[src/rtl/tm_sch_pri_sel.sv]
// Strict-priority level selector: walks the active-level bitmap from level 0 upward,
// reading one priority control memory at a time until a non-NULL head is found.
// Optional ack timeout is enabled by defining TM_SCH_PRI_SEL_TIMEOUT_EN.
module tm_sch_pri_sel #(
    parameter int QID_NBITS   = 8,
    parameter int DEPTH_NBITS = 8,
    parameter int TO_NBITS    = 8
) (
    input  logic                     clk,
    input  logic                     rst,
    input  logic                     sel_req_valid,
    output logic                     sel_req_ready,
    input  logic [DEPTH_NBITS-1:0]   sel_req_sch_id,
    input  logic [7:0]               sel_req_pri_bmap,
    output logic [7:0]               pri_sch_ctrl_rd,
    output logic [DEPTH_NBITS-1:0]   pri_sch_ctrl_raddr,
    input  logic [7:0]               pri_sch_ctrl_ack,
    input  logic [8*2*QID_NBITS-1:0] pri_sch_ctrl_rdata,
    output logic                     sel_rsp_valid,
    input  logic                     sel_rsp_ready,
    output logic [2:0]               sel_rsp_pri,
    output logic [QID_NBITS-1:0]     sel_rsp_qid,
    output logic                     sel_rsp_empty,
    output logic                     sel_rsp_err
);

    typedef enum logic [1:0] {
        IDLE,
        ISSUE,
        WAIT,
        RSP
    } state_t;

    state_t                   state, state_nxt;
    logic [DEPTH_NBITS-1:0]   raddr_q, raddr_nxt;
    logic [7:0]               mask_q, mask_nxt;
    logic [2:0]               lvl_q, lvl_nxt;
    logic [2:0]               pri_q, pri_nxt;
    logic [QID_NBITS-1:0]     qid_q, qid_nxt;
    logic                     empty_q, empty_nxt;
    logic [2:0]               issue_lvl;
    logic [7:0]               mask_cleared;
    logic [QID_NBITS-1:0]     head [8];
    logic [8*QID_NBITS-1:0]   tails_unused;

`ifdef TM_SCH_PRI_SEL_TIMEOUT_EN
    logic [TO_NBITS-1:0]      to_cnt_q, to_cnt_nxt;
    logic                     err_q, err_nxt;
`else
    localparam int unused_to_nbits = TO_NBITS;
`endif

    // Only the head half of each control word matters for selection.
    for (genvar n = 0; n < 8; n++) begin : g_split
        assign head[n] = pri_sch_ctrl_rdata[n*2*QID_NBITS+QID_NBITS +: QID_NBITS];
        assign tails_unused[n*QID_NBITS +: QID_NBITS] = pri_sch_ctrl_rdata[n*2*QID_NBITS +: QID_NBITS];
    end

    function automatic logic [2:0] lowest_set(input logic [7:0] m);
        lowest_set = 3'd0;
        for (int i = 7; i >= 0; i--) begin
            if (m[i]) begin
                lowest_set = 3'(i);
            end
        end
    endfunction

    assign issue_lvl    = lowest_set(mask_q);
    assign mask_cleared = mask_q & ~(8'd1 << lvl_q);

    assign sel_req_ready      = (state == IDLE);
    assign sel_rsp_valid      = (state == RSP);
    assign pri_sch_ctrl_rd    = (state == ISSUE) ? (8'd1 << issue_lvl) : 8'd0;
    assign pri_sch_ctrl_raddr = raddr_q;
    assign sel_rsp_pri        = pri_q;
    assign sel_rsp_qid        = qid_q;
    assign sel_rsp_empty      = empty_q;
`ifdef TM_SCH_PRI_SEL_TIMEOUT_EN
    assign sel_rsp_err        = err_q;
`else
    assign sel_rsp_err        = 1'b0;
`endif

    always_comb begin
        state_nxt = state;
        raddr_nxt = raddr_q;
        mask_nxt  = mask_q;
        lvl_nxt   = lvl_q;
        pri_nxt   = pri_q;
        qid_nxt   = qid_q;
        empty_nxt = empty_q;
`ifdef TM_SCH_PRI_SEL_TIMEOUT_EN
        to_cnt_nxt = to_cnt_q;
        err_nxt    = err_q;
`endif
        case (state)
            IDLE: begin
                if (sel_req_valid) begin
                    raddr_nxt = sel_req_sch_id;
                    mask_nxt  = sel_req_pri_bmap;
                    if (sel_req_pri_bmap == 8'd0) begin
                        state_nxt = RSP;
                        pri_nxt   = 3'd0;
                        qid_nxt   = '0;
                        empty_nxt = 1'b1;
`ifdef TM_SCH_PRI_SEL_TIMEOUT_EN
                        err_nxt   = 1'b0;
`endif
                    end else begin
                        state_nxt = ISSUE;
                    end
                end
            end
            ISSUE: begin
                lvl_nxt   = issue_lvl;
                state_nxt = WAIT;
`ifdef TM_SCH_PRI_SEL_TIMEOUT_EN
                to_cnt_nxt = '0;
`endif
            end
            WAIT: begin
                // Acks from levels other than the one just read are stale or spurious.
                if (pri_sch_ctrl_ack[lvl_q]) begin
                    if (head[lvl_q] != '1) begin
                        state_nxt = RSP;
                        pri_nxt   = lvl_q;
                        qid_nxt   = head[lvl_q];
                        empty_nxt = 1'b0;
`ifdef TM_SCH_PRI_SEL_TIMEOUT_EN
                        err_nxt   = 1'b0;
`endif
                    end else begin
                        mask_nxt = mask_cleared;
                        if (mask_cleared == 8'd0) begin
                            state_nxt = RSP;
                            pri_nxt   = 3'd0;
                            qid_nxt   = '0;
                            empty_nxt = 1'b1;
`ifdef TM_SCH_PRI_SEL_TIMEOUT_EN
                            err_nxt   = 1'b0;
`endif
                        end else begin
                            state_nxt = ISSUE;
                        end
                    end
                end
`ifdef TM_SCH_PRI_SEL_TIMEOUT_EN
                else if (to_cnt_q == '1) begin
                    state_nxt = RSP;
                    pri_nxt   = lvl_q;
                    qid_nxt   = '0;
                    empty_nxt = 1'b1;
                    err_nxt   = 1'b1;
                end else begin
                    to_cnt_nxt = to_cnt_q + {{(TO_NBITS-1){1'b0}}, 1'b1};
                end
`endif
            end
            RSP: begin
                if (sel_rsp_ready) begin
                    state_nxt = IDLE;
                end
            end
            default: begin
                state_nxt = IDLE;
            end
        endcase
    end

    always_ff @(posedge clk) begin
        if (rst) begin
            state   <= IDLE;
            raddr_q <= '0;
            mask_q  <= '0;
            lvl_q   <= '0;
            pri_q   <= '0;
            qid_q   <= '0;
            empty_q <= 1'b0;
`ifdef TM_SCH_PRI_SEL_TIMEOUT_EN
            to_cnt_q <= '0;
            err_q    <= 1'b0;
`endif
        end else begin
            state   <= state_nxt;
            raddr_q <= raddr_nxt;
            mask_q  <= mask_nxt;
            lvl_q   <= lvl_nxt;
            pri_q   <= pri_nxt;
            qid_q   <= qid_nxt;
            empty_q <= empty_nxt;
`ifdef TM_SCH_PRI_SEL_TIMEOUT_EN
            to_cnt_q <= to_cnt_nxt;
            err_q    <= err_nxt;
`endif
        end
    end

endmodule

[config.mk]
export PLATFORM = sky130hd
export DESIGN_NAME = tm_sch_pri_sel
export DESIGN_NICKNAME = d
export VERILOG_FILES = /design/src/rtl/tm_sch_pri_sel.sv
export SDC_FILE = /design/constraint.sdc
export NUM_CORES = 1
export LEC_CHECK = 0
export BUFFER_PORTS_ARGS = -buffer_cell sky130_fd_sc_hd__buf_2
export CAP_MARGIN = 20
export CELL_PAD_IN_SITES_DETAIL_PLACEMENT = 2
export CELL_PAD_IN_SITES_GLOBAL_PLACEMENT = 2
export CORE_UTILIZATION = 22
export CTS_BUF_LIST = sky130_fd_sc_hd__clkbuf_8 sky130_fd_sc_hd__clkbuf_16
export DETAILED_ROUTE_END_ITERATION = 10
export PLACE_DENSITY_LB_ADDON = 0.1
export SYNTH_ARGS = -nofsm -noshare
export SYNTH_HDL_FRONTEND = slang
export SYNTH_SLANG_ARGS = --single-unit
[constraint.sdc]
create_clock -name clk -period 3.8 [get_ports clk]
set_clock_uncertainty 0.05 [all_clocks]
set_input_delay 0.19 -clock clk [delete_from_list [all_inputs] [get_ports clk]]
set_output_delay 0.19 -clock clk [all_outputs]
set_load 0.01 [all_outputs]
Word level (Yosys, flattened, before mapping) --
Index checks and enable logic that the tools add are counted. Widths: inputs -> output; s select.
Operators by class: order comparisons 2, equality and inequality tests 10, shifts and indexed selects 2, muxes and demuxes 43, bitwise logic cells 3, reduce and logical (&&, ||, !) cells 8
Operators with widths (count):
- $mux 8 | 11
- $mux 3 | 13
- $pmux 8 s2 | 2
- $bmux 8 s3 | 1
- $logic_not 8->1 | 2
- $shl 1x3->8 const A | 2
- $mux 2 | 6
- $and 8x8->8 | 1
- $ne 8x8->1 const B | 1
- $not 8->8 | 1
- $pmux 2 s4 | 1
- $mux 1 | 6
- $ne 2x2->1 const B | 3
- $pmux 3 s2 | 1
- $reduce_and 5->1 | 1
- $eq 2x2->1 const B | 2
- $ge 4x4->1 const B | 1
- $lt 3x4->1 const B | 1
- $ne 2x1->1 const B | 2
- $not 3->4 | 1
- $reduce_and 4->1 | 1
- $bmux 1 s3 | 1
- $ne 3x3->1 const B | 1
- $reduce_and 3->1 | 1
- other kinds (5) | 5
Storage, ports and cells: flip-flop bits (word level) 33, input bits 156, output and inout bits 31, logic and storage cells 75

Depth between registers and ports, before layout --
word-level depth 10, depth in mapped cells 11, depth with buffers taken out 6

Worst setup path after synthesis --
Ideal clock, no wire load.
path kind register -> register, start register lvl_q[1], end register pri_q[0], in the netlist sel_rsp_pri[0], library setup time 0.089 ns, arrival 2.369 ns, data required time 3.661 ns, path slack 1.292 ns, stages on the path, launching flop included 11, path buffers 4, period minus slack after synthesis 2.508 ns, cell sequence dfxtp_1 -> buf_6 -> buf_12 -> mux2i_1 -> a221oi_2 -> o21ai_1 -> or4_1 -> buf_2 -> o41a_1 -> buf_6 -> o32ai_2
Between the ends: cells in the longest elaborated chain, start to end 8, elaborated cells on any way between the ends 17, those cells by class eq/ne (3); shift (1); mux (8); bitwise (3); reduce/logical (2)
Ends and longest elaborated chain:
- start: declaration | line 37 | logic [2:0] lvl_q, lvl_nxt;
- start signal: assignment | line 187 | lvl_q <= lvl_nxt;
- $not 3->4 (implied by the code) | line 124 | if (head[lvl_q] != '1) begin
- $bmux 8 s3 | line 124
- $mux 8 (implied by the code) (2 in a row) | line 124
- $ne 8x8->1 | line 124
- $mux 3 | line 124
- $mux 3 | line 123 | if (pri_sch_ctrl_ack[lvl_q]) begin
- $pmux 3 s2 | line 96 | case (state)
- end signal: assignment | line 188 | pri_q <= pri_nxt;
- end: declaration | line 38 | logic [2:0] pri_q, pri_nxt;
Several ways; a longest one is shown, not always the timed one. The select of a mux whose other input is x is not followed. A chain may end at the register's enable or synchronous reset.

Final worst setup path --
start register lvl_q[2], end register qid_q[7], in the netlist sel_rsp_qid[7]
Between the ends: cells in the longest elaborated chain, start to end 8, elaborated cells on any way between the ends 17, those cells by class eq/ne (3); shift (1); mux (8); bitwise (3); reduce/logical (2)
Ends and longest elaborated chain:
- $not 3->4 (implied by the code) | line 124, 127
- $bmux 8 s3 | line 124, 127
- $mux 8 (implied by the code) (2 in a row) | line 124, 127
- $ne 8x8->1 | line 124
- $mux 8 | line 124
- $mux 8 | line 123
- $pmux 8 s2 | line 96
- end signal: assignment | line 189 | qid_q <= qid_nxt;
- end: declaration | line 39 | logic [QID_NBITS-1:0] qid_q, qid_nxt;
Several ways; a longest one is shown, not always the timed one. The select of a mux whose other input is x is not followed.

==> impl_metrics.ini <==
[clocking]
cts_sinks = 33
cts_buffers = 5
hold_buffers = 0
cts_setup_buffers = 0
cts_tree = done
root_buffer = clkbuf_16
ctsResizeCount = 0
htree_num_levels = 2
clockBufferDepth = 2
clock_latency_ns = 0.28
cts.clk_slew.worst_paths_ns = 0.06

[worst_setup_path]
start_kind = flip-flop
r2r_end = sel_rsp_qid[7]
path_class = reg2reg
cp_max_fo = 21
crit_path_end_kind = flip-flop
cp_data_required_time_ns = 3.88
critical_path_arrival_ns = 3.36
r2r-start = lvl_q[2]
r2r_cells = 8
r2r_slack_ns = 0.52

[synth]
netlist.area_leader.share_pct = 26.4
yosys.area.top_type = dfxtp_1
yosysMostFrequentCell = a21oi_1
synth_warnings = 0
synth_area_leaders = dfxtp_1 26%, a21oi_1 8.0%, mux4_2 6.3%
ys_ff_latch = 33
synth.avg_cell_area_um2 = 8.45
synthesis.instances = 296
synth_edf_count = 0
synth_cell_type_count = 57
syn_area_um2 = 2500
yosys_most_used_dff = dfxtp_1
ys_seq_area_share_pct = 26.4
synth_common_cells = 40 x a21oi_1, 33 x dfxtp_1, 33 x nand2_1
synth_async_sr_flop_share_pct = 0
syn-num-nets = 452

[die]
io_pins = 187
die_w_um = 109
start_util_pct = 22.9
coreArea_um2 = 10900
die_area_um2 = 11800
die_y_um = 109
placementRows = 38

[global_route]
overflow = 0
antenna_found_initial = 0
grt_pass1_vias = 2989
track_usage_pct = 18.2
grt_max_degree = 37
grt_pass1_wl_um = 16300

[layout]
layout-drive-gt1-share_pct = 39.4
area_growth_pct = 35.3
instances_no_fill = 551
insertedDiodeCount = 0
final_nets = 566
fin_area_um2 = 3380

[power]
vdd_drop_max_mv = 0.144
p_leak_uw = 0.00140
power_uw = 1430
powerDensity_nw_per_um2 = 423

[placed_design]
port_buffers = 121
hpwl_um = 8060
gp_congestion = 0.727
placed_area_um2 = 3210
dp.cells = 543

[sta]
rsz0062_at_grt = false
setup_viol = 0
max_slew.worst_pin.slew_ns = 0.857
drv_slew = 0
fin_tns_setup_ns = 0
hold_viol = 0
post-route-min-period_ns = 3.28
fmax_mhz = 305
max_slew_margin_pct = 42.9
min_period_over_period_pct = 86.4

[run_status]
status = completed

[detailed_routing]
wire_per_inst_um = 18.6
first_iter_violations = 82
ant_nets = 0
drc_errors = 0
drt-total-wl_um = 10200
vias = 2777
first_pass_iters = 4
viasPerCell = 5.04

[min_path]
hold_end = pri_sch_ctrl_raddr[2]
hold_start = sel_req_sch_id[2]
holdCritPathClass = in2reg
holdPathStages = 3

[job]
cap_violations = 0
==> placed cells by master (no fill, tap or decap), types with 3 or more instances in the layout <==
cell	synthesis	layout
nor2_1	27	27
a22oi_1	3	3
buf_4	2	9
and2_1	5	5
mux2i_1	15	15
buf_2	4	121
nor4_1	3	3
o21ai_0	6	6
nand2_1	33	33
or4_1	3	3
nor4bb_1	3	3
o211ai_1	3	3
a21oi_1	40	40
nand2b_1	4	4
a311oi_1	9	9
inv_1	15	16
or2_2	3	3
mux4_1	3	3
o32ai_2	9	9
clkbuf_16	0	5
mux4_2	7	7
nor2b_1	8	8
dfxtp_1	33	33
==> power breakdown <==
| part | leakage, µW | internal [µW] | total [µW] | switching [µW] |
|---|---|---|---|---|
| clock network | 0.0000883 | 325 | 488 | 162 |
| logic | 0.00104 | 219 | 510 | 291 |
| registers | 0.000269 | 382 | 433 | 51.7 |
==> how the worst max path moves through the flow <==
stage,from,endpoint,slack (ns)
after CTS,lvl_q[2],sel_rsp_qid[7],0.47
after global placement,lvl_q[2],sel_rsp_pri[0],0.53
after detailed placement,lvl_q[2],sel_rsp_pri[0],0.49
after global routing,lvl_q[2],sel_rsp_qid[5],0.29
after floorplan,lvl_q[1],sel_rsp_pri[0],1.29
final,lvl_q[2],sel_rsp_qid[7],0.52
==> stage by stage <==
| stage | worst slack (ns) | hold slack [ns] | util (%) |
|---|---|---|---|
| 2_1_floorplan | 1.29 | 0.276 | - |
| 3_3_place_gp | 0.535 | 0.383 | 29.4 |
| 3_5_place_dp | 0.491 | 0.389 | 29.4 |
| 4_1_cts | 0.473 | 0.0897 | 30.9 |
| 5_1_grt | 0.292 | 0.101 | 30.9 |
| 6_report | 0.516 | 0.0932 | 30.9 |
==> per-layer routing <==
layer | vias up | GRT usage [%] | routed length (µm)
li1 | 1336 | - | -
met4 | 0 | 3.67 | 87
met3 | 6 | 2.53 | 307
met5 | - | 0 | 0
met2 | 52 | 31.9 | 5140
met1 | 1383 | 23.7 | 4720
==> registers in the layout (all words and copies together), names as in the netlist <==
name                flops
mask_q                  8
pri_sch_ctrl_raddr      8
sel_rsp_qid             8
lvl_q                   3
sel_rsp_pri             3
state                   2
sel_rsp_empty           1
==> critical path, stage by stage (launching register included) <==
cell	delay (ns)
dfxtp_1	0.73
buf_4	0.41
nand2b_1	0.21
a2bb2oi_1	0.18
o21ai_1	0.11
or4_1	0.57
buf_4	0.18
o31ai_4	0.52
o32ai_2	0.17
==> layout make-up <==
| cell class | instances | area, µm² |
|---|---|---|
| multi-input cells | 224 | 1640 |
| well taps | 140 | 175 |
| repair buffers | 130 | 673 |
| clock inverters | 2 | 33.8 |
| flip-flops and latches | 33 | 661 |
| fillers | 1311 | 7550 |
| inverters | 16 | 60.1 |
| clock buffers | 6 | 139 |
==> kinds of logic (layout without fill, tap and decap cells) <==
kind of cell | after synthesis | count (layout) | synth area share [%]
compound gates | 95 | 95 | 29.1
other cells | 1 | 1 | 0.150
flops | 33 | 33 | 26.4
mux | 26 | 26 | 15.9
simple gates | 102 | 102 | 20.5
buf+inv | 39 | 154 | 7.91
No activity file was read; power rests on OpenSTA's default activity.
